==> config.mk <==
export PLATFORM = sky130hd
export DESIGN_NAME = prompt_sequencer
export DESIGN_NICKNAME = d
export VERILOG_FILES = /design/src/rtl/prompt_sequencer.sv
export SDC_FILE = /design/constraint.sdc
export NUM_CORES = 1
export LEC_CHECK = 0
export CAP_MARGIN = 20
export CORE_UTILIZATION = 40
export DETAILED_ROUTE_END_ITERATION = 8
export RECOVER_POWER = 50
export SYNTH_ARGS = -nofsm -noshare
export SYNTH_HDL_FRONTEND = slang
export SYNTH_SLANG_ARGS = --single-unit
==> constraint.sdc <==
create_clock -name i_clock -period 2.7 [get_ports i_clock]
set_input_delay 0.54 -clock i_clock [delete_from_list [all_inputs] [get_ports i_clock]]
set_output_delay 0.54 -clock i_clock [all_outputs]
set_load 0.02 [all_outputs]
==> src/rtl/prompt_sequencer.sv <==
// Stores a growing LFSR-generated prompt sequence and replays it at a fixed show/gap cadence.
// Latency: requests act on the next edge; outputs decode from registered state; no backpressure.
module prompt_sequencer #(
  parameter int         MAX_LEN  = 16,
  parameter int         TICK_DIV = 25000000,
  parameter logic [7:0] SEED     = 8'hA5
) (
  input  logic       i_clock,
  input  logic       i_reset_n,
  input  logic       i_append,
  input  logic       i_replay,
  input  logic       i_clear,
  output logic [2:0] o_prompt,
  output logic       o_busy,
  output logic       o_done,
  output logic [5:0] o_length,
  output logic       o_full
);

  localparam int             IW        = (MAX_LEN > 1) ? $clog2(MAX_LEN) : 1;
  localparam int             TW        = $clog2(TICK_DIV);
  localparam logic [TW-1:0]  TICK_LOAD = TW'(TICK_DIV - 1);
  localparam logic [TW-1:0]  TICK_ONE  = TW'(1);
  localparam logic [IW-1:0]  IDX_ONE   = IW'(1);
  localparam logic [5:0]     LEN_MAX   = 6'(MAX_LEN);

  typedef enum logic [1:0] {
    S_IDLE,
    S_SHOW,
    S_GAP,
    S_FIN
  } state_t;

  state_t        r_state;
  state_t        w_state_nxt;
  logic [7:0]    r_lfsr;
  logic [7:0]    w_lfsr_nxt;
  logic [TW-1:0] r_tick;
  logic [TW-1:0] w_tick_nxt;
  logic [IW-1:0] r_index;
  logic [IW-1:0] w_index_nxt;
  logic [5:0]    r_length;
  logic [5:0]    w_length_nxt;
  logic          w_wr_en;
  logic          w_full;
  logic          w_last;
  logic [1:0]    r_mem [MAX_LEN];

  assign w_full = (r_length == LEN_MAX);
  assign w_last = ({{(6-IW){1'b0}}, r_index} == (r_length - 6'd1));

  // Taps 8,6,5,4; an all-zero state (unreachable in practice) recovers to SEED.
  assign w_lfsr_nxt = (r_lfsr == 8'd0) ? SEED
                    : {r_lfsr[6:0], r_lfsr[7] ^ r_lfsr[5] ^ r_lfsr[4] ^ r_lfsr[3]};

  always_comb begin
    w_state_nxt  = r_state;
    w_tick_nxt   = r_tick;
    w_index_nxt  = r_index;
    w_length_nxt = r_length;
    w_wr_en      = 1'b0;
    if (i_clear) begin
      w_state_nxt  = S_IDLE;
      w_length_nxt = 6'd0;
      w_index_nxt  = '0;
    end else begin
      unique case (r_state)
        S_IDLE: begin
          // Append outranks replay; a simultaneous replay is dropped.
          if (i_append) begin
            if (!w_full) begin
              w_wr_en      = 1'b1;
              w_length_nxt = r_length + 6'd1;
            end
          end else if (i_replay) begin
            if (r_length != 6'd0) begin
              w_index_nxt = '0;
              w_tick_nxt  = TICK_LOAD;
              w_state_nxt = S_SHOW;
            end else begin
              w_state_nxt = S_FIN;
            end
          end
        end
        S_SHOW: begin
          if (r_tick == '0) begin
            w_tick_nxt  = TICK_LOAD;
            w_state_nxt = S_GAP;
          end else begin
            w_tick_nxt = r_tick - TICK_ONE;
          end
        end
        S_GAP: begin
          if (r_tick == '0) begin
            if (w_last) begin
              w_state_nxt = S_FIN;
            end else begin
              w_index_nxt = r_index + IDX_ONE;
              w_tick_nxt  = TICK_LOAD;
              w_state_nxt = S_SHOW;
            end
          end else begin
            w_tick_nxt = r_tick - TICK_ONE;
          end
        end
        S_FIN: begin
          w_state_nxt = S_IDLE;
        end
        default: begin
          w_state_nxt = S_IDLE;
        end
      endcase
    end
  end

  always_ff @(posedge i_clock or negedge i_reset_n) begin
    if (!i_reset_n) begin
      r_state  <= S_IDLE;
      r_lfsr   <= SEED;
      r_tick   <= '0;
      r_index  <= '0;
      r_length <= 6'd0;
    end else begin
      r_state  <= w_state_nxt;
      r_lfsr   <= w_lfsr_nxt;
      r_tick   <= w_tick_nxt;
      r_index  <= w_index_nxt;
      r_length <= w_length_nxt;
    end
  end

  always_ff @(posedge i_clock) begin
    if (w_wr_en) begin
      r_mem[r_length[IW-1:0]] <= r_lfsr[1:0];
    end
  end

  always_comb begin
    o_prompt = 3'd0;
    if (r_state == S_SHOW) begin
      o_prompt = {1'b0, r_mem[r_index]} + 3'd1;
    end
  end

  assign o_busy   = (r_state == S_SHOW) || (r_state == S_GAP);
  assign o_done   = (r_state == S_FIN);
  assign o_length = r_length;
  assign o_full   = w_full;

endmodule

==> metrics.md <==
| Metric | Value |
|---|---|
| Status | `finished, violations left` |
| Violated checks | `setup timing` |
| Maximum vdd ir drop | `392.1 uV` |
| Setup CP Type | `reg2out` |
| Routability congestion estimate | `0.7666` |
| Tcrit/Tclk final | `106.4%` |
| Total leakage power | `between 1.5 and 2 nW` |
| P&R area growth vs syn | `17.87%` |
| Total global-route track usage | `between 10% and 20%` |
| Clk sinks | `77` |
| Async SR Flop Fraction | `58.44%` |
| Total Routed Length | `9003 um` |
| Post-synth top area cell | `dfrtp_1` |
| Count of cell types in the netlist | `60` |
| Unrepaired setup endpoints after global routing | `true` |
| FP Rows | `36` |
| Max-cap violations | `0` |
| Ant diodes | `0` |
| Vias | `3026` |
| Max Clock Skew | `0.006781 ns` |
| Mapped Nets | `403` |
| Global-route wire length before repair | `about 15000 um` |
| DRT iter0 DRCs | `169` |
| Cell Area, Synth | `4074 sq um` |
| CP Launch Type | `register` |
| Nets | `~440` |
| Sequential share of the synthesized area | `51.35%` |
| Max H-tree Level | `3` |
| Antenna viol nets, final | `0` |
| Critical Path RT | `approximately 2.2 ns` |
| Die area | `10590 sq um` |
| Ys flop type | `dfrtp_1` |
| Final count of negative-setup-slack endpoints | `2` |
| Port buffer count | `16` |
| Largest net degree at the start of global routing | `46` |
| CTS tree | `done` |
| Post-route insts no fill | `560` |
| Filler cells | `between 900 and 1000` |
| Initial antenna violation count | `0` |
| Core box area | `9819 sq um` |
| Top cells by area, synth | `dfrtp_1 (25%), edfxtp_1 (24%), nor2_1 (4.1%)` |
| Min-delay worst type | `reg2reg` |
| Number of flops mapped to enable cells by yosys | `32` |
| Number of I/O pins | `17` |
| CTS Root Cell | `clkbuf_8` |
| Worst-Skew Late Latency | `0.36 ns` |
| Yosys top cell area share | `25.18%` |
| Synth Warn # | `0` |
| CP Capture Type | `primary output` |
| Initial cell density of the core | `41.49%` |
| Min setup slack post-route | `-0.1729 ns` |
| Chip width | `just over 100 um` |
| F_max | `between 300 and 400 MHz` |
| DR WL/cell | `~16 um` |
| Power per cell area | `766.3 nW/um^2` |
| CTS buffer count | `9` |
| Residual DRC | `0` |
| Hold buffer count at CTS | `0` |
| Crit path max fanout | `4` |
| Slew HR | `20.57%` |
| DP Wirelength | `6306 um` |
| Min Tclk post-route | `2.873 ns` |
| Slew Viols, Final | `0` |
| Worst-path clk slew | `around 0.08 ns` |
| Post-Syn Instances | `387` |
| Count leader, synth | `nor2_1` |
| #FFs+latches synth | `77` |
| Top cells by count, synth | `nor2_1 (45), dfrtp_1 (41), edfxtp_1 (32)` |
| Layout cells sized above 1 | `19.44%` |
| Vias in the first global route | `2899` |
| Placed insts | `538` |
| Avg Inst Size Synth | `10.53 sq um` |
| Final Hold Viols | `0` |
| Worst Tran Pin Value | `1.191 ns` |
| Die height | `just over 100 um` |
| Clock Path Buffers | `2` |
| Worst EP arrival | `2.33 ns` |
| Gr ovfl total | `0` |
| DR vias/cell | `about 5.4` |
| Total power | `3.680 mW` |
| DRT Pass-1 Iters | `4` |
-- repair_timing --
item / CTS / global route
pin swaps: 1 / 7
hold endpoints to repair: 0 / 0
resized for setup: 25 / 10
buffers inserted: 2 / 5
setup endpoints to repair: 4 / 12
-- layout by cell type, fill, tap and decap left out, drive strengths merged, types with 8 or more instances in the layout --
cell	netlist	routed
edfxtp	32	32
inv	17	18
a21oi	10	10
buf	12	34
o31ai	14	14
nand3	9	9
nor2	46	46
dfrtp	41	41
ha	11	11
clkdlybuf4s50	0	11
o21ai	19	19
clkbuf	11	11
a31oi	8	8
nor3	19	19
xnor2	11	11
nand2	29	29
-- area by class of cell --
type | instances | area (sq um) | area share [%]
multi-input cells | 270 | 1854 | 38.61
clock buffers | 10 | 127.6 | 2.658
inverters | 17 | 63.81 | 1.329
repair buffers | 47 | 424.2 | 8.833
well taps | 133 | 166.4 | 3.465
flip-flops and latches | 77 | 2093 | 43.59
clock inverters | 6 | 72.57 | 1.511
-- worst paths after layout --
check                           depth (start not counted)       start     endpoint  slack [ns]
worst max-delay path                                    7  r_index[0]  o_prompt[1]       -0.17
worst min-delay path                                    0   r_lfsr[2]    r_lfsr[3]        0.41
worst max register to register                          5  r_tick[15]   r_index[0]        0.20
worst min register to register                          0   r_lfsr[2]    r_lfsr[3]        0.41
max in group asynchronous                               2   i_reset_n   r_index[0]        1.41
min in group asynchronous                               2   i_reset_n   r_state[0]        0.49
-- per-layer routing --
layer  vias up  wire length, um  global-route usage (%)
li1       1481                -                       -
met1      1484             4168                   24.16
met2        47             4406                   29.79
met3        14              269                   5.017
met4         0              159                   6.826
met5         -                0                       0
-- stage by stage --
stage          hold WS [ns]  worst slack, ns  instance area (sq um)  utilization (%)  setup TNS [ns]
2_1_floorplan        0.2444          0.08938                   4075                -               0
3_3_place_gp         0.3927          -0.2922                   4477            45.59         -0.4712
3_5_place_dp         0.3964          -0.3554                   4477            45.59         -0.6312
4_1_cts              0.2656          -0.1685                   4711            47.97         -0.2422
5_1_grt              0.4135          -0.2497                   4802            48.90         -0.5055
6_report             0.4066          -0.1729                   4802            48.90         -0.2513
-- cell families (layout without fill, tap and decap cells) --
logic type,after synthesis,count (layout),share of synthesized area (%)
AO/OA/AOI/OAI,77,77,13.39
XOR/XNOR,15,15,3.225
adder cells (fa/ha/maj),11,11,3.378
buffers and inverters,40,80,4.177
flip-flops,77,77,51.35
multiplexers,13,13,4.761
AND/OR/NAND/NOR,154,154,19.72
-- sequential cells by signal, summed over array words and instances, names as in the netlist --
name      count
r_mem        32
r_tick       25
r_state       2
r_lfsr        8
r_index       4
o_length      6
-- worst max-delay path, stage by stage, from the launching register on --
cell     delay, ns
dfrtp_2       0.42
buf_4         0.13
mux4_2        0.47
nor2b_1       0.14
a221o_1       0.28
ha_1          0.27
and2_4        0.14
buf_6         0.12
-- power breakdown --
group          leakage [nW]  switching, mW  internal (mW)  total [mW]
clock                0.0971          0.451          0.435       0.886
sequential            0.817          0.191           1.38        1.57
combinational         0.883          0.692          0.535        1.23
Power figures use the tool's default switching activity.
